==> src/rtl/display_rx.sv <==
// Parallel-RGB display receiver: recovers pixel coordinates from vsync/de timing,
// measures the incoming frame format and emits pixels only once the format is locked.
module display_rx #(
    parameter int EXP_WIDTH   = 480,
    parameter int EXP_HEIGHT  = 480,
    parameter int LOCK_FRAMES = 2
) (
    input  logic        clk,
    input  logic        rst,
    input  logic        hsync,
    input  logic        vsync,
    input  logic        de,
    input  logic [15:0] color,
    output logic        pix_valid,
    output logic [9:0]  pix_x,
    output logic [9:0]  pix_y,
    output logic [15:0] pix_color,
    output logic        sof,
    output logic [9:0]  meas_width,
    output logic [9:0]  meas_height,
    output logic        locked,
    output logic        err
);

    localparam logic [1:0] SEEK   = 2'd0;
    localparam logic [1:0] VBLANK = 2'd1;
    localparam logic [1:0] LINE   = 2'd2;
    localparam logic [1:0] HBLANK = 2'd3;

    localparam logic [9:0] W_EXP   = 10'(EXP_WIDTH);
    localparam logic [9:0] H_EXP   = 10'(EXP_HEIGHT);
    localparam logic [3:0] LOCK_N  = 4'(LOCK_FRAMES);
    localparam logic [9:0] CNT_MAX = 10'd1023;

    logic        hsync_s1, vsync_s1, de_s1;
    logic [15:0] color_s1;
    logic        vsync_d, de_d;
    logic [1:0]  state;
    logic [9:0]  x_cnt, line_cnt;
    logic [3:0]  good_cnt, good_next;

    logic       vs_fall, de_rise, de_fall, in_blank;
    logic       line_end, truncated, frame_chk;
    logic       width_bad, height_bad, err_now, pixel_now;
    logic [9:0] lines_now, pix_x_now;
    logic       unused_sync;

    function automatic logic [9:0] sat_inc(input logic [9:0] v);
        return (v == CNT_MAX) ? v : v + 10'd1;
    endfunction

    // hsync is captured for timing alignment only; line structure comes from de.
    assign unused_sync = hsync_s1;

    assign vs_fall  = vsync_d & ~vsync_s1;
    assign de_rise  = de_s1 & ~de_d;
    assign de_fall  = de_d & ~de_s1;
    assign in_blank = (state == VBLANK) || (state == HBLANK);

    // A line closing in the same cycle as vsync falls is a normal line end, not a truncation.
    assign line_end   = (state == LINE) && de_fall;
    assign truncated  = vs_fall && (state == LINE) && !de_fall;
    assign frame_chk  = vs_fall && (in_blank || line_end);
    assign lines_now  = line_end ? sat_inc(line_cnt) : line_cnt;
    assign width_bad  = line_end && (x_cnt != W_EXP);
    assign height_bad = frame_chk && (lines_now != H_EXP);
    assign err_now    = width_bad || height_bad || truncated;

    assign pixel_now = !vs_fall && de_s1 && ((state == LINE) || (in_blank && de_rise));
    assign pix_x_now = (state == LINE) ? x_cnt : 10'd0;

    assign locked = (good_cnt == LOCK_N);

    always_comb begin
        // NOTE: default assigned first so no path through this block infers a latch.
        good_next = good_cnt;
        if (err_now)
            good_next = '0;
        else if (frame_chk && good_cnt != LOCK_N)
            good_next = good_cnt + 4'd1;
    end

    always_ff @(posedge clk) begin
        if (rst) begin
            // Sync bits idle high so the first cycle after reset never sees a false vsync edge.
            hsync_s1    <= 1'b1;
            vsync_s1    <= 1'b1;
            vsync_d     <= 1'b1;
            de_s1       <= 1'b0;
            de_d        <= 1'b0;
            color_s1    <= '0;
            state       <= SEEK;
            x_cnt       <= '0;
            line_cnt    <= '0;
            good_cnt    <= '0;
            pix_valid   <= 1'b0;
            pix_x       <= '0;
            pix_y       <= '0;
            pix_color   <= '0;
            sof         <= 1'b0;
            err         <= 1'b0;
            meas_width  <= '0;
            meas_height <= '0;
        end else begin
            // NOTE: non-blocking so every register samples the pre-edge values of its peers.
            hsync_s1 <= hsync;
            vsync_s1 <= vsync;
            de_s1    <= de;
            color_s1 <= color;
            vsync_d  <= vsync_s1;
            de_d     <= de_s1;

            sof      <= vs_fall;
            err      <= err_now;
            good_cnt <= good_next;

            if (line_end)
                meas_width <= x_cnt;
            if (frame_chk)
                meas_height <= lines_now;

            pix_valid <= locked && pixel_now && (pix_x_now < W_EXP) && (line_cnt < H_EXP);
            if (locked && pixel_now && (pix_x_now < W_EXP) && (line_cnt < H_EXP)) begin
                pix_x     <= pix_x_now;
                pix_y     <= line_cnt;
                pix_color <= color_s1;
            end

            if (vs_fall) begin
                state    <= VBLANK;
                x_cnt    <= '0;
                line_cnt <= '0;
            end else begin
                case (state)
                    VBLANK, HBLANK: begin
                        if (de_rise) begin
                            state <= LINE;
                            x_cnt <= 10'd1;
                        end
                    end
                    LINE: begin
                        if (de_fall) begin
                            state    <= HBLANK;
                            line_cnt <= lines_now;
                        end else begin
                            x_cnt <= sat_inc(x_cnt);
                        end
                    end
                    default: ;
                endcase
            end
        end
    end

endmodule

==> config.mk <==
export PLATFORM = sky130hd
export DESIGN_NAME = display_rx
export DESIGN_NICKNAME = d
export VERILOG_FILES = /design/src/rtl/display_rx.sv
export SDC_FILE = /design/constraint.sdc
export NUM_CORES = 1
export LEC_CHECK = 0
export CAP_MARGIN = 25
export CORE_MARGIN = 2
export CORE_UTILIZATION = 35
export DETAILED_ROUTE_END_ITERATION = 8
export PLACE_DENSITY = 0.65
export SETUP_SLACK_MARGIN = 0.4
export SKIP_CTS_REPAIR_TIMING = 1
export SYNTH_ARGS = -nofsm -noshare
export SYNTH_HDL_FRONTEND = slang
export SYNTH_SLANG_ARGS = --single-unit
==> constraint.sdc <==
create_clock -name clk -period 2.2 [get_ports clk]
set_input_delay 0.44 -clock clk [delete_from_list [all_inputs] [get_ports clk]]
set_output_delay 0.44 -clock clk [all_outputs]
set_load 0.005 [all_outputs]
### After elaboration in Yosys (flattened, before gate mapping)

Index checks and enable logic that the tools add are counted.

* logic and storage cells: 84
* bits in registers: 105

* reductions and logical operators: 29
* eq/ne operators: 15
* multiplexer cells: 11
* bitwise logic cells: 6
* $lt $le $gt $ge: 2
* add/subtract/negate cells: 3

Operators with widths (number)
* 10-bit two-way mux: 6
* 10-bit by 1-bit adder with 10-bit output, second input constant: 2
* 10-bit == test, second input constant: 2
* 10-bit by 9-bit < comparator with 1-bit output, second input constant: 2
* 10-bit by 9-bit != test with 1-bit output, second input constant: 2
* 10-bit one-hot mux with 2 select lines: 1
* 1-bit logical AND: 13
* 2-bit != test, second input constant: 4
* 3-bit != test, second input constant: 2
* 3-bit AND reduction: 2
* 2-bit OR reduction: 3
* 1-bit logical OR: 5
* 4-bit by 1-bit adder with 4-bit output, second input constant: 1
* 2-bit == test, second input constant: 2
* 4-bit by 2-bit == test with 1-bit output, second input constant: 1
* 2-bit two-way mux: 2
* 4-bit by 2-bit != test with 1-bit output, second input constant: 1
* 2-bit one-hot mux with 2 select lines: 1
* 4-bit AND reduction: 1
* 1-bit AND: 3
* 1-bit inverter: 3
* 3-bit nonzero test: 1
* 2-bit by 1-bit == test with 1-bit output, second input constant: 1
* 1-bit zero test: 2
* 3 further kinds: 3

### Logic depth before layout (Yosys ltp)

Gate-level depths: netlist of run 1.

* depth in word-level cells: 9
* gate-level depth with buffers: 8
* mapped depth without buffers: 7

### Worst setup path after synthesis of run 1

No wires, ideal clock.

* path type: reg2reg
* from: register line_cnt[0]
* to: register good_cnt[1]
* required time: 2097 ps
* arrival: 2059 ps
* cell stages (with the launch flop): 8
* path buffers: 0
* library setup time: 103 ps
* path slack: 37 ps
* period minus slack after synthesis: 2163 ps
* path through: dfxtp_1 > ha_1 > nand3_1 > o31ai_1 > o2bb2ai_1 > o2111a_1 > a21oi_2 > a2111oi_2

* cells in the longest elaborated chain, start to end: 8

Ends and longest elaborated chain
* from (decl): RTL line 39 `logic [9:0] x_cnt, line_cnt;`
* from (signal assigned): RTL line 144 `line_cnt <= lines_now;`
* 10-bit by 1-bit adder with 10-bit output / 10-bit == test (equally long branches): RTL line 49 `return (v == CNT_MAX) ? v : v + 10'd1;`
* 10-bit two-way mux: RTL line 49
* 10-bit two-way mux (*): RTL line 64 `assign lines_now = line_end ? sat_inc(line_cnt) : line_cnt;`
* 10-bit by 9-bit != test with 1-bit output (*): RTL line 66 `assign height_bad = frame_chk && (lines_now != H_EXP);`
* 1-bit logical AND (*): RTL line 66
* 1-bit logical OR (*) (2 in series): RTL line 67 `assign err_now = width_bad || height_bad || truncated;`
* 2-bit OR reduction (no source line) (*)
* to (signal assigned): RTL line 115 `good_cnt <= good_next;`
* to (decl): RTL line 40 `logic [3:0] good_cnt, good_next;`

Every way passes the cells marked *; elsewhere a longest branch is shown, timed or not.
A chain may end at the register's enable or synchronous reset.

### Worst setup path in the final report of run 1

* from: register state[0]
* to: register good_cnt[1]

* cells in the longest elaborated chain, start to end: 8

Ends and longest elaborated chain
* from (decl): RTL line 38 `logic [1:0] state;`
* from (signal assigned): RTL line 92 `state <= SEEK;`
* from (signal assigned): RTL line 130 `state <= VBLANK;`
* from (signal assigned): RTL line 137 `state <= LINE;`
* 2-bit == test, or another cell as far along: RTL line 61, 62
* 1-bit logical AND / 1-bit logical OR (equally long branches): RTL line 61, 58
* 10-bit two-way mux / 1-bit logical OR (equally long branches): RTL line 64, 63
* 10-bit by 9-bit != test with 1-bit output / 1-bit logical AND (equally long branches): RTL line 66, 63
* 1-bit logical AND: RTL line 66
* 1-bit logical OR (2 in series): RTL line 67
* 2-bit OR reduction (no source line)

Parallel ways exist; a longest one is shown, timed or not.

==> tab_implementation.tex, run 1 <==
\begin{tabular}{lr}
\hline
Metric & Value \\
\hline
\multicolumn{2}{l}{\textbf{Clock network}} \\
Maximum buffer depth of the clock tree & 2 \\
Clock-pin slew on the worst setup and hold paths & 0.07 ns \\
Insertion delay to the later sink of the worst-skew pair & 0.34 ns \\
CTS sink count & 105 \\
Total clock buffers created by CTS & 9 \\
Depth of the CTS H-tree & 3 \\
Clock Tree Root & sky130\_fd\_sc\_hd\_\_clkbuf\_16 \\
Clock tree from TritonCTS & done \\
\multicolumn{2}{l}{\textbf{Die}} \\
Boundary Pins & 81 \\
Die extent in x & 112 um \\
Std-Cell Rows & 39 \\
Initial core utilization & 0.357 \\
Height of the chip & 112 um \\
Core Area & 11400 um\^{}2 \\
Total die area & 12500 um\^{}2 \\
\multicolumn{2}{l}{\textbf{Finish}} \\
Reg area & 2130 um\^{}2 \\
Total Nets Final & 585 \\
Most frequent standard cell in the layout excluding fill and tap cells & sky130\_fd\_sc\_hd\_\_nand2\_1 \\
N\_diodes & 0 \\
Commonest non-fill, non-tap cells in the layout & 93 x sky130\_fd\_sc\_hd\_\_nand2\_1, 90 x sky130\_fd\_sc\_hd\_\_dfxtp\_1, 77 x sky130\_fd\_sc\_hd\_\_clkdlybuf4s50\_1 \\
Layout overhead on the synthesized area & 39.6\% \\
Fill cells & 1074 \\
Fraction of final layout cells sized beyond drive strength 1 & 0.165 \\
Area of the multi-input gates & 1960 um\^{}2 \\
Final non-filler cell total & 707 \\
\multicolumn{2}{l}{\textbf{Worst setup path}} \\
Largest incremental delay on the critical path & 0.50 ns \\
Sequence of cells on the critical path & and4b\_2 > nand2\_2 > or4\_4 > a211oi\_4 > a21oi\_2 > a2111oi\_2 \\
Kind of critical path & register to register \\
Slowest cell on the critical path & sky130\_fd\_sc\_hd\_\_or4\_4 \\
Crit path required time & 2.44 ns \\
Critical path fanouts, max & 6 \\
Cell family with most CP delay & simple AND/OR/NAND/NOR gates \\
Crit path buf inv count & 0 \\
Kind of capture point of the worst setup path & register \\
Flop-to-flop setup slack & 0.15 ns \\
Signal arrival time at the worst endpoint & 2.28 ns \\
Worst setup SP type & register \\
\multicolumn{2}{l}{\textbf{Route}} \\
Drt pass-1 iters & 4 \\
Total via count in the routed design & 3529 \\
Number of DRC markers after the initial detailed-route iteration & 186 \\
\# DRC & 0 \\
Number of vias per cell after detailed routing & 4.99 \\
Detailed Route WL & 9.64 mm \\
Antenna-violating nets left & 0 \\
Post-detailed-route wirelength per cell & 13.6 um \\
\multicolumn{2}{l}{\textbf{Yosys}} \\
Synth async-reset ratio & 0 \\
Share of cell area taken by muxes after synthesis & 0.00987 \\
Synth Warn \# & 0 \\
Post-synth net total & 492 \\
Synthesized-area fraction occupied by xor and xnor cells & 0.0302 \\
Number of synthesized register bits & 105 \\
Compound-gate portion of the synthesized area & 0.129 \\
Number of unique standard cell types used by synthesis & 51 \\
Post-synth EDFFs & 0 \\
Combinational family with the most area after synthesis & simple AND/OR/NAND/NOR gates \\
Synth Area in Simple Gates & 0.262 \\
Post-synthesis cell area & 4060 um\^{}2 \\
Most common flop cell mapped by yosys & sky130\_fd\_sc\_hd\_\_dfxtp\_1 \\
Avg Synthesized Cell Area & 8.71 um\^{}2 \\
Sequential area share after synthesis & 0.518 \\
Adder and majority cell fraction of the synthesized area & 0.0154 \\
Post-synthesis instance total & 466 \\
\multicolumn{2}{l}{\textbf{STA}} \\
Tightest slew margin relative to the limit & 0.655 \\
Final setup fails & 0 \\
Number of failing hold endpoints at the final stage & 0 \\
Tightest Pin Transition & 0.514 ns \\
Fin crit share & 0.930 \\
Sum Neg Setup Slack & 0 ns \\
Fmax achieved & 489 MHz \\
Minimum clock period after layout & 2.05 ns \\
Worst Skew & 0.00896 ns \\
Number of max-slew violations in the final report & 0 \\
Unrepaired setup endpoints after global routing & true \\
\multicolumn{2}{l}{\textbf{Global routing}} \\
Overflow after GRT & 0 \\
Global-route wire length before repair & 15.3 mm \\
GR met1 Demand/Resource & 0.195 \\
Pin count of the biggest net entering global routing & 64 \\
GRT busiest layer & met2 \\
Number of antenna violations at the first check in global routing & 0 \\
Via count of the first global-routing pass & 3236 \\
All-layer global routing usage & 0.149 \\
Met2 Track Usage GR & 0.229 \\
Met3 Use GR & 0.0539 \\
\multicolumn{2}{l}{\textbf{Placed design}} \\
Final RePlAce weighted congestion & 0.859 \\
Number of port buffers & 79 \\
DPL Wire Length & 6.42 mm \\
Number of placed instances, taps included & 676 \\
\multicolumn{2}{l}{\textbf{Hold path}} \\
Hold Path Class & register to register \\
\multicolumn{2}{l}{\textbf{Power and ir drop}} \\
P per Cell Area & 629 nW/um\^{}2 \\
Lkg Pwr & 1.95 nW \\
Worst vdd ir & 0.390 mV \\
\multicolumn{2}{l}{\textbf{Run}} \\
Max-Cap Viols & 0 \\
\multicolumn{2}{l}{\textbf{Run status}} \\
Status & finished, final reports clean \\
\hline
\end{tabular}
-- worst register-to-register path: cells and delay by family (launching register included) --
| kind | cells | cell delay [ns] |
|---|---|---|
| simple gates | 3 | 0.91 |
| compound gates | 3 | 0.69 |
| flops | 1 | 0.35 |
-- final cells by class --
class	count	share of cell area
timing repair buffer	111	0.194
inverter	6	0.00398
multi-input combinational	326	0.347
sequential	105	0.376
clock buffer	12	0.0435
clock inverter	4	0.00508
tap	143	0.0316
-- final timing paths --
| path | startpoint | to | cells past startpoint |
|---|---|---|---|
| setup / recovery | state[0]$_SDFFE_PP0P_ | good_cnt[1]$_SDFFE_PP0P_ | 6 |
| hold / removal | color_s1[15]$_SDFF_PP0_ | pix_color[15]$_SDFFE_PP0P_ | 2 |
| setup reg to reg | state[0]$_SDFFE_PP0P_ | good_cnt[1]$_SDFFE_PP0P_ | 6 |
| hold reg to reg | color_s1[15]$_SDFF_PP0_ | pix_color[15]$_SDFFE_PP0P_ | 2 |
-- sequential cells by signal, indices dropped and copies added (netlist names), 2 cells and up --
signal	count
pix_color	16
pix_x	10
state	2
meas_height	10
meas_width	10
x_cnt	10
line_cnt	10
color_s1	16
good_cnt	4
pix_y	10
-- logic make-up (layout without fill, tap and decap cells) --
group                    Yosys count  in the layout
AND/OR/NAND/NOR                  220            220
multiplexers                       4              4
XOR/XNOR                          14             14
flip-flops                       105            105
buffers and inverters             35            133
adder cells (fa/ha/maj)            5              5
AO/OA/AOI/OAI                     83             83
-- stage by stage --
step           setup WS, ns  cell area [um^2]  total power [mW]  utilization  hold WS, ns
5_1_grt              0.0748              5670              3.70        0.498        0.447
2_1_floorplan         0.260              4110              2.06            -        0.417
4_1_cts              -0.212              5370              3.59        0.472        0.438
3_5_place_dp          0.156              5090              2.12        0.448        0.428
3_3_place_gp          0.197              5090              2.12        0.448        0.419
6_report              0.154              5670              3.56        0.498        0.436
-- where the power goes --
group | internal [mW] | total [mW] | switching [mW] | leakage, nW
sequential | 1.92 | 1.94 | 0.0147 | 0.860
combinational | 0.0774 | 0.146 | 0.0682 | 0.957
clock | 0.799 | 1.48 | 0.678 | 0.129
-- cell usage after synthesis, types with 2 or more instances --
cell type	count	share of area
sky130_fd_sc_hd__and3_1	3	0.0046
sky130_fd_sc_hd__nand4_1	7	0.011
sky130_fd_sc_hd__o2111a_1	2	0.0056
sky130_fd_sc_hd__nor3_1	5	0.0062
sky130_fd_sc_hd__and2_1	2	0.0031
sky130_fd_sc_hd__a21oi_1	52	0.064
sky130_fd_sc_hd__o21ai_0	4	0.0049
sky130_fd_sc_hd__xnor2_1	3	0.0065
sky130_fd_sc_hd__nand4b_1	2	0.0043
sky130_fd_sc_hd__inv_1	6	0.0056
sky130_fd_sc_hd__xor2_1	11	0.024
sky130_fd_sc_hd__nand3_1	18	0.022
sky130_fd_sc_hd__dfxtp_1	105	0.52
sky130_fd_sc_hd__nor2_1	40	0.037
sky130_fd_sc_hd__o31ai_1	3	0.0056
sky130_fd_sc_hd__nor3b_1	5	0.0093
sky130_fd_sc_hd__a311oi_1	2	0.0043
sky130_fd_sc_hd__a211oi_1	7	0.013
sky130_fd_sc_hd__nand3b_1	3	0.0056
sky130_fd_sc_hd__buf_2	3	0.0037
sky130_fd_sc_hd__nand2b_1	8	0.012
sky130_fd_sc_hd__nor4_1	2	0.0031
sky130_fd_sc_hd__a31oi_1	3	0.0046
sky130_fd_sc_hd__or4_1	2	0.0037
sky130_fd_sc_hd__nor2b_1	18	0.028
sky130_fd_sc_hd__nand2_1	93	0.086
sky130_fd_sc_hd__or3_1	2	0.0031
sky130_fd_sc_hd__or2_2	2	0.0031
sky130_fd_sc_hd__clkbuf_1	23	0.021
sky130_fd_sc_hd__ha_1	5	0.015
sky130_fd_sc_hd__o211a_1	2	0.0049
sky130_fd_sc_hd__mux2i_1	4	0.0099
-- metal layers --
layer  routed length (um)  up-vias
met2                 4440       75
met4                   98        0
met3                  628        9
li1                     -     1773
met5                    0        -
met1                 4470     1672
(Power assumes the default switching activity.)
==> inputs of run 2 (changes only) <==
--- a/config.mk
+++ b/config.mk
@@ -7,2 +7,3 @@
 export LEC_CHECK = 0
+export ABC_AREA = 1
 export CAP_MARGIN = 25
--- a/constraint.sdc
+++ b/constraint.sdc
@@ -3,2 +3,2 @@
 set_output_delay 0.44 -clock clk [all_outputs]
-set_load 0.005 [all_outputs]
+set_load 0.02 [all_outputs]
==> run 2 against run 1 <==
  * Count of clock-buffer cells in the layout unchanged
  * Sequential share of layout area down 0.15 points
  * Clock skew down 0.0018 ns
  * Routed wire length up 3.3%
  * First-iteration DRC count up 52%
  * Clock power about the same
  * Area after synthesis up 3.0%
  * Synthesized cell count up 12%
  * Final area down 0.24%
  * Global-route usage down 0.10 points
  * Highest routed layer unchanged
  * Non-clock buffer count down 13
==> tab_implementation.tex, run 2 <==
\begin{tabular}{lr}
\hline
Metric & Value \\
\hline
\multicolumn{2}{l}{\textbf{Route}} \\
Drt pass-1 iters & 5 \\
Antenna-violating nets left & 0 \\
Post-detailed-route wirelength per cell & 13.2 um \\
Total via count in the routed design & 3573 \\
Number of vias per cell after detailed routing & 4.72 \\
\# DRC & 0 \\
Detailed Route WL & 9.96 mm \\
Number of DRC markers after the initial detailed-route iteration & 283 \\
\multicolumn{2}{l}{\textbf{Placed design}} \\
Number of port buffers & 79 \\
Final RePlAce weighted congestion & 0.781 \\
DPL Wire Length & 6.68 mm \\
\multicolumn{2}{l}{\textbf{STA}} \\
Tightest slew margin relative to the limit & 0.589 \\
Fin crit share & 0.805 \\
Number of failing hold endpoints at the final stage & 0 \\
Unrepaired setup endpoints after global routing & true \\
Tightest Pin Transition & 0.606 ns \\
Post-Route Hold Slack & 0.433 ns \\
Fmax achieved & 564 MHz \\
Minimum clock period after layout & 1.77 ns \\
Sum Neg Setup Slack & 0 ns \\
Worst Skew & 0.00712 ns \\
Number of max-slew violations in the final report & 0 \\
Final setup fails & 0 \\
\multicolumn{2}{l}{\textbf{Clock network}} \\
Insertion delay to the later sink of the worst-skew pair & 0.34 ns \\
Total clock buffers created by CTS & 9 \\
Depth of the CTS H-tree & 3 \\
Clock tree from TritonCTS & done \\
CTS sink count & 105 \\
Clock-pin slew on the worst setup and hold paths & 0.06 ns \\
Clock Tree Root & sky130\_fd\_sc\_hd\_\_clkbuf\_16 \\
Maximum buffer depth of the clock tree & 2 \\
\multicolumn{2}{l}{\textbf{Finish}} \\
N\_diodes & 0 \\
Layout overhead on the synthesized area & 35.2\% \\
Commonest non-fill, non-tap cells in the layout & 97 x sky130\_fd\_sc\_hd\_\_dfxtp\_1, 93 x sky130\_fd\_sc\_hd\_\_nor2\_1, 78 x sky130\_fd\_sc\_hd\_\_clkdlybuf4s50\_1 \\
Total Nets Final & 635 \\
Most frequent standard cell in the layout excluding fill and tap cells & sky130\_fd\_sc\_hd\_\_dfxtp\_1 \\
Registers with the most flip-flops & color\_s1 (16), pix\_color (16) \\
Fraction of final layout cells sized beyond drive strength 1 & 0.169 \\
Fill cells & 1126 \\
\multicolumn{2}{l}{\textbf{Die}} \\
Initial core utilization & 0.363 \\
Core Area & 11500 um\^{}2 \\
Boundary Pins & 81 \\
Total die area & 12800 um\^{}2 \\
Height of the chip & 113 um \\
Std-Cell Rows & 39 \\
Die extent in x & 113 um \\
\multicolumn{2}{l}{\textbf{Worst setup path}} \\
Critical path fanouts, max & 4 \\
Kind of critical path & register to output port \\
Worst setup SP type & register \\
Critical R2R Capture & good\_cnt[2]\$\_SDFFE\_PP0P\_ \\
Kind of capture point of the worst setup path & output port \\
Worst-case reg-to-reg path depth & 13 \\
Signal arrival time at the worst endpoint & 1.33 ns \\
Launching point of the worst reg2reg path & line\_cnt[1]\$\_SDFFE\_PP0N\_ \\
Flop-to-flop setup slack & 0.46 ns \\
Crit path required time & 1.76 ns \\
\multicolumn{2}{l}{\textbf{Yosys}} \\
Synth async-reset ratio & 0 \\
Post-synthesis cell area & 4180 um\^{}2 \\
Sequential area share after synthesis & 0.503 \\
Post-synth net total & 546 \\
Number of synthesized register bits & 105 \\
Top cells by area, synth & sky130\_fd\_sc\_hd\_\_dfxtp\_1 50\%, sky130\_fd\_sc\_hd\_\_nor2\_1 9.2\%, sky130\_fd\_sc\_hd\_\_inv\_1 6.1\% \\
Synth cell count leaders & 105 x sky130\_fd\_sc\_hd\_\_dfxtp\_1, 102 x sky130\_fd\_sc\_hd\_\_nor2\_1, 68 x sky130\_fd\_sc\_hd\_\_inv\_1 \\
Top-area cell type share of the netlist area & 0.503 \\
Post-synthesis instance total & 520 \\
Count leader, synth & sky130\_fd\_sc\_hd\_\_dfxtp\_1 \\
Synth Warn \# & 0 \\
Avg Synthesized Cell Area & 8.04 um\^{}2 \\
Compound-gate portion of the synthesized area & 0.141 \\
Number of unique standard cell types used by synthesis & 41 \\
Post-synth EDFFs & 0 \\
Top cell type by total area after synthesis & sky130\_fd\_sc\_hd\_\_dfxtp\_1 \\
Most common flop cell mapped by yosys & sky130\_fd\_sc\_hd\_\_dfxtp\_1 \\
Synthesized-area fraction occupied by xor and xnor cells & 0.0105 \\
Adder and majority cell fraction of the synthesized area & 0.0150 \\
Synth Area in Simple Gates & 0.236 \\
Share of cell area taken by muxes after synthesis & 0 \\
Combinational family with the most area after synthesis & simple AND/OR/NAND/NOR gates \\
\multicolumn{2}{l}{\textbf{Hold path}} \\
Hold Path Origin & vsync\_s1\$\_SDFF\_PP1\_ \\
Number of cells on the worst hold path & 2 \\
Hold Path Class & register to register \\
Worst hold path endpoint & vsync\_d\$\_SDFF\_PP1\_ \\
\multicolumn{2}{l}{\textbf{Global routing}} \\
Pin count of the biggest net entering global routing & 49 \\
Overflow after GRT & 0 \\
Global-route wire length before repair & 15.4 mm \\
Via count of the first global-routing pass & 3244 \\
All-layer global routing usage & 0.148 \\
Number of antenna violations at the first check in global routing & 0 \\
\multicolumn{2}{l}{\textbf{Power and ir drop}} \\
Worst vdd ir & 0.334 mV \\
Lkg Pwr & 2.31 nW \\
P per Cell Area & 641 nW/um\^{}2 \\
\multicolumn{2}{l}{\textbf{Run status}} \\
Status & finished, final reports clean \\
\multicolumn{2}{l}{\textbf{Run}} \\
Max-Cap Viols & 0 \\
\hline
\end{tabular}
run 2: changes by cell type after synthesis, moves of 8 or more:
cell,previous run,this run
sky130_fd_sc_hd__o21ai_1,0,12
sky130_fd_sc_hd__o21ai_0,4,30
sky130_fd_sc_hd__o211ai_1,0,8
sky130_fd_sc_hd__nor2_1,40,102
sky130_fd_sc_hd__xor2_1,11,3
sky130_fd_sc_hd__a21oi_1,52,16
sky130_fd_sc_hd__o31ai_2,0,8
sky130_fd_sc_hd__clkbuf_1,23,10
sky130_fd_sc_hd__nor2b_1,18,0
sky130_fd_sc_hd__nand2_1,93,58
sky130_fd_sc_hd__nand2b_1,8,0
sky130_fd_sc_hd__inv_1,6,68
run 2: worst max path at each step:
stage	start	endpoint	slack, ns	cells after the start
finish	good_cnt[0]$_SDFFE_PP0P_	locked	0.43	5
CTS	good_cnt[0]$_SDFFE_PP0P_	locked	0.03	5
global placement	rst	x_cnt[7]$_SDFFE_PP0P_	0.31	6
global route	line_cnt[1]$_SDFFE_PP0N_	good_cnt[2]$_SDFFE_PP0P_	0.30	13
detailed placement	state[0]$_SDFFE_PP0P_	good_cnt[2]$_SDFFE_PP0P_	0.29	11
floorplan	line_cnt[0]$_SDFFE_PP0N_	good_cnt[0]$_SDFFE_PP0P_	0.61	13
run 2: worst max-delay path: stages (launching register included):
cell and delay [ns]:
sky130_fd_sc_hd__dfxtp_2 0.34, sky130_fd_sc_hd__inv_1 0.07, sky130_fd_sc_hd__ha_1 0.20, sky130_fd_sc_hd__nand2_2 0.12, sky130_fd_sc_hd__inv_1 0.06, sky130_fd_sc_hd__dlymetal6s2s_1 0.20
run 2: final cells by class:
class / instances / area (um^2) / area share
well taps: 143 / 179 / 0.0317
clock buffers: 12 / 256 / 0.0454
inverters: 76 / 298 / 0.0527
repair buffers: 98 / 943 / 0.167
clock inverters: 4 / 27.5 / 0.00487
repair inverters: 1 / 8.76 / 0.00155
flip-flops and latches: 105 / 2110 / 0.374
multi-input cells: 318 / 1820 / 0.323
run 2: where the power goes:
| group | total, mW | switching (mW) | internal [mW] | leakage, nW |
|---|---|---|---|---|
| clock network | 1.50 | 0.669 | 0.827 | 0.131 |
| logic | 0.181 | 0.104 | 0.0770 | 1.32 |
| registers | 1.94 | 0.0128 | 1.93 | 0.856 |
run 2: through the flow:
stage / total power, mW / instance area, um^2 / utilization / std cells / setup slack, ns
after floorplan: 2.08 / 4180 / - / 520 / 0.608
after global placement: 2.15 / 5090 / 0.442 / 727 / 0.307
after detailed placement: 2.16 / 5090 / 0.442 / 727 / 0.288
after CTS: 3.65 / 5380 / 0.467 / 743 / 0.0290
after global routing: 3.75 / 5650 / 0.491 / 757 / 0.297
final: 3.62 / 5650 / 0.491 / 757 / 0.428
run 2: kinds of logic (layout without fill, tap and decap cells):
kind of cell               after synthesis  in the layout
AOI/OAI and AO/OA                       91             91
xor gates and xnor gates                 5              5
adders and majority gates                5              5
buffers and inverters                   98            191
DFF                                    105            105
and+or+nand+nor                        216            217
run 2: metal layers:
layer / global-route usage / vias up / wire (um)
li1: - / 1844 / -
met1: 0.200 / 1641 / 4830
met2: 0.236 / 77 / 4620
met3: 0.0230 / 11 / 376
met4: 0.0610 / 0 / 131
met5: 0 / - / 0
==> inputs of run 3 (changes only) <==
clock period = 1.4 ns   (was 2.2 ns; I/O delays follow)
==> run 3 against run 2 <==
  * The flow now finishes with violations (setup timing)
  * Combinational power up 120%
  * Critical path type is now register to register
  * Clock skew is 0.0026 ns higher
  * Largest cell class unchanged
  * Via count is 17% higher
  * Register-to-register slack got worse by 0.88 ns
  * Critical endpoint is now good_cnt[0]$_SDFFE_PP0P_
==> tab_implementation.tex, run 3 (synthesized netlist as in run 2, its figures left out) <==
\begin{tabular}{lr}
\hline
Metric & Value \\
\hline
\multicolumn{2}{l}{\textbf{Run status}} \\
Status & finished with violations \\
Violations in the final reports & setup timing \\
\multicolumn{2}{l}{\textbf{STA}} \\
Final setup fails & 71 \\
Tightest Pin Transition & 0.375 ns \\
Number of failing hold endpoints at the final stage & 0 \\
Worst Skew & 0.00969 ns \\
Minimum clock period after layout & 1.82 ns \\
Slack of the critical path & -0.418 ns \\
Fmax achieved & 550 MHz \\
Tightest slew margin relative to the limit & 0.746 \\
Sum Neg Setup Slack & -14.53 ns \\
Number of max-slew violations in the final report & 0 \\
Post-Route Hold Slack & 0.426 ns \\
Unrepaired setup endpoints after global routing & true \\
Fin crit share & 1.30 \\
\multicolumn{2}{l}{\textbf{Placed design}} \\
Final RePlAce weighted congestion & 0.789 \\
Number of placed instances, taps included & 793 \\
DP Area & 5760 um\^{}2 \\
DPL Wire Length & 7.78 mm \\
Post-Place Worst Slack & -0.269 ns \\
Number of port buffers & 79 \\
\multicolumn{2}{l}{\textbf{Power and ir drop}} \\
P per Cell Area & 860 nW/um\^{}2 \\
Net Sw Frac & 0.219 \\
Worst vdd ir & 0.612 mV \\
Post-layout total power & 6.29 mW \\
Internal power contribution & 4.91 mW \\
Lkg Pwr & 3.22 nW \\
Psw & 1.38 mW \\
Share of power burned in the clock network & 0.450 \\
Sequential fraction of design power & 0.486 \\
Part of the total power dissipated in combinational logic & 0.064 \\
\multicolumn{2}{l}{\textbf{Worst setup path}} \\
Worst-case reg-to-reg path depth & 14 \\
Critical path fanouts, max & 4 \\
Signal arrival time at the worst endpoint & 2.10 ns \\
Kind of critical path & register to register \\
Kind of capture point of the worst setup path & register \\
Crit path required time & 1.68 ns \\
Worst setup SP type & register \\
\multicolumn{2}{l}{\textbf{Finish}} \\
N\_diodes & 0 \\
Fraction of final layout cells sized beyond drive strength 1 & 0.568 \\
Final non-filler cell total & 865 \\
Commonest non-fill, non-tap cells in the layout & 92 x sky130\_fd\_sc\_hd\_\_buf\_4, 81 x sky130\_fd\_sc\_hd\_\_buf\_6, 68 x sky130\_fd\_sc\_hd\_\_dfxtp\_2 \\
Total Nets Final & 743 \\
Registers with the most flip-flops & color\_s1 (16), pix\_color (16) \\
Cell area after layout & 7310 um\^{}2 \\
Most frequent standard cell in the layout excluding fill and tap cells & sky130\_fd\_sc\_hd\_\_buf\_4 \\
Core utilization of the finished layout & 0.635 \\
Layout overhead on the synthesized area & 74.9\% \\
\multicolumn{2}{l}{\textbf{Die}} \\
Boundary Pins & 81 \\
Std-Cell Rows & 39 \\
Die extent in x & 113 um \\
Core Area & 11500 um\^{}2 \\
Total die area & 12800 um\^{}2 \\
Height of the chip & 113 um \\
Initial core utilization & 0.363 \\
\multicolumn{2}{l}{\textbf{Route}} \\
Total via count in the routed design & 4191 \\
Drt pass-1 iters & 4 \\
Detailed Route WL & 12.9 mm \\
Antenna-violating nets left & 0 \\
Post-detailed-route wirelength per cell & 14.9 um \\
\# DRC & 0 \\
Number of DRC markers after the initial detailed-route iteration & 282 \\
Number of vias per cell after detailed routing & 4.85 \\
\multicolumn{2}{l}{\textbf{Clock network}} \\
Clock Tree Root & sky130\_fd\_sc\_hd\_\_clkbuf\_16 \\
Clock tree from TritonCTS & done \\
Maximum buffer depth of the clock tree & 2 \\
CTS sink count & 105 \\
Total clock buffers created by CTS & 9 \\
Depth of the CTS H-tree & 3 \\
Clock-pin slew on the worst setup and hold paths & 0.07 ns \\
Insertion delay to the later sink of the worst-skew pair & 0.35 ns \\
\multicolumn{2}{l}{\textbf{Hold path}} \\
Hold Path Class & register to register \\
Number of cells on the worst hold path & 2 \\
\multicolumn{2}{l}{\textbf{Global routing}} \\
Via count of the first global-routing pass & 3619 \\
All-layer global routing usage & 0.161 \\
Number of antenna violations at the first check in global routing & 0 \\
Overflow after GRT & 0 \\
Global-route wire length before repair & 16.6 mm \\
Pin count of the biggest net entering global routing & 22 \\
\multicolumn{2}{l}{\textbf{Run}} \\
Max-Cap Viols & 0 \\
\hline
\end{tabular}
-- run 3: cell types whose count changed in the layout (fill, tap and decap cells not counted), sizes merged, moves of 2 or more --
cell           delta
clkdlybuf4s50    -59
clkinvlp          -2
bufinv            +2
clkbuf            +4
buf             +162
-- run 3: worst max-delay path, stage by stage (launching register included) --
cell and delay [ns]:
sky130_fd_sc_hd__dfxtp_2 0.36, sky130_fd_sc_hd__ha_4 0.15, sky130_fd_sc_hd__buf_6 0.10, sky130_fd_sc_hd__nand3_2 0.06, sky130_fd_sc_hd__nand2_1 0.08, sky130_fd_sc_hd__nand2_1 0.07
sky130_fd_sc_hd__inv_2 0.07, sky130_fd_sc_hd__nand2_2 0.06, sky130_fd_sc_hd__a21oi_2 0.19, sky130_fd_sc_hd__nand2_1 0.08, sky130_fd_sc_hd__nor2_1 0.14, sky130_fd_sc_hd__nand3_1 0.10
sky130_fd_sc_hd__nand2_2 0.10, sky130_fd_sc_hd__nand3_4 0.10, sky130_fd_sc_hd__nor2_1 0.09
-- run 3: metal layers --
metal,track usage,wire length (um),part of all wire
met4,0.0715,308,0.024
met2,0.271,6480,0.50
met5,0,0,0
met3,0.0246,516,0.040
met1,0.205,5560,0.43
-- run 3: power groups by stage --
stage | sequential (mW) | combinational (mW) | clock, mW
after global routing | 3.06 | 0.434 | 2.96
after CTS | 3.05 | 0.322 | 2.89
after global placement | 3.12 | 0.315 | 0
final | 3.05 | 0.405 | 2.83
after floorplan | 3.13 | 0.162 | 0
after detailed placement | 3.12 | 0.319 | 0
-- run 3: cell type report --
type                    instances  area, um^2
fillers                       901        4210
well taps                     143         179
clock buffers                  11         254
repair buffers                205        2060
repair inverters                2        22.5
flip-flops and latches        105        2210
clock inverters                 5        82.6
inverters                      76         310
multi-input cells             318        2190
-- run 3: final timing paths --
kind                            start                        to  slack, ns
max          line_cnt[0]$_SDFFE_PP0N_  good_cnt[0]$_SDFFE_PP0P_      -0.42
min               vsync_s1$_SDFF_PP1_        vsync_d$_SDFF_PP1_       0.43
max reg2reg  line_cnt[0]$_SDFFE_PP0N_  good_cnt[0]$_SDFFE_PP0P_      -0.42
min reg2reg       vsync_s1$_SDFF_PP1_        vsync_d$_SDFF_PP1_       0.43
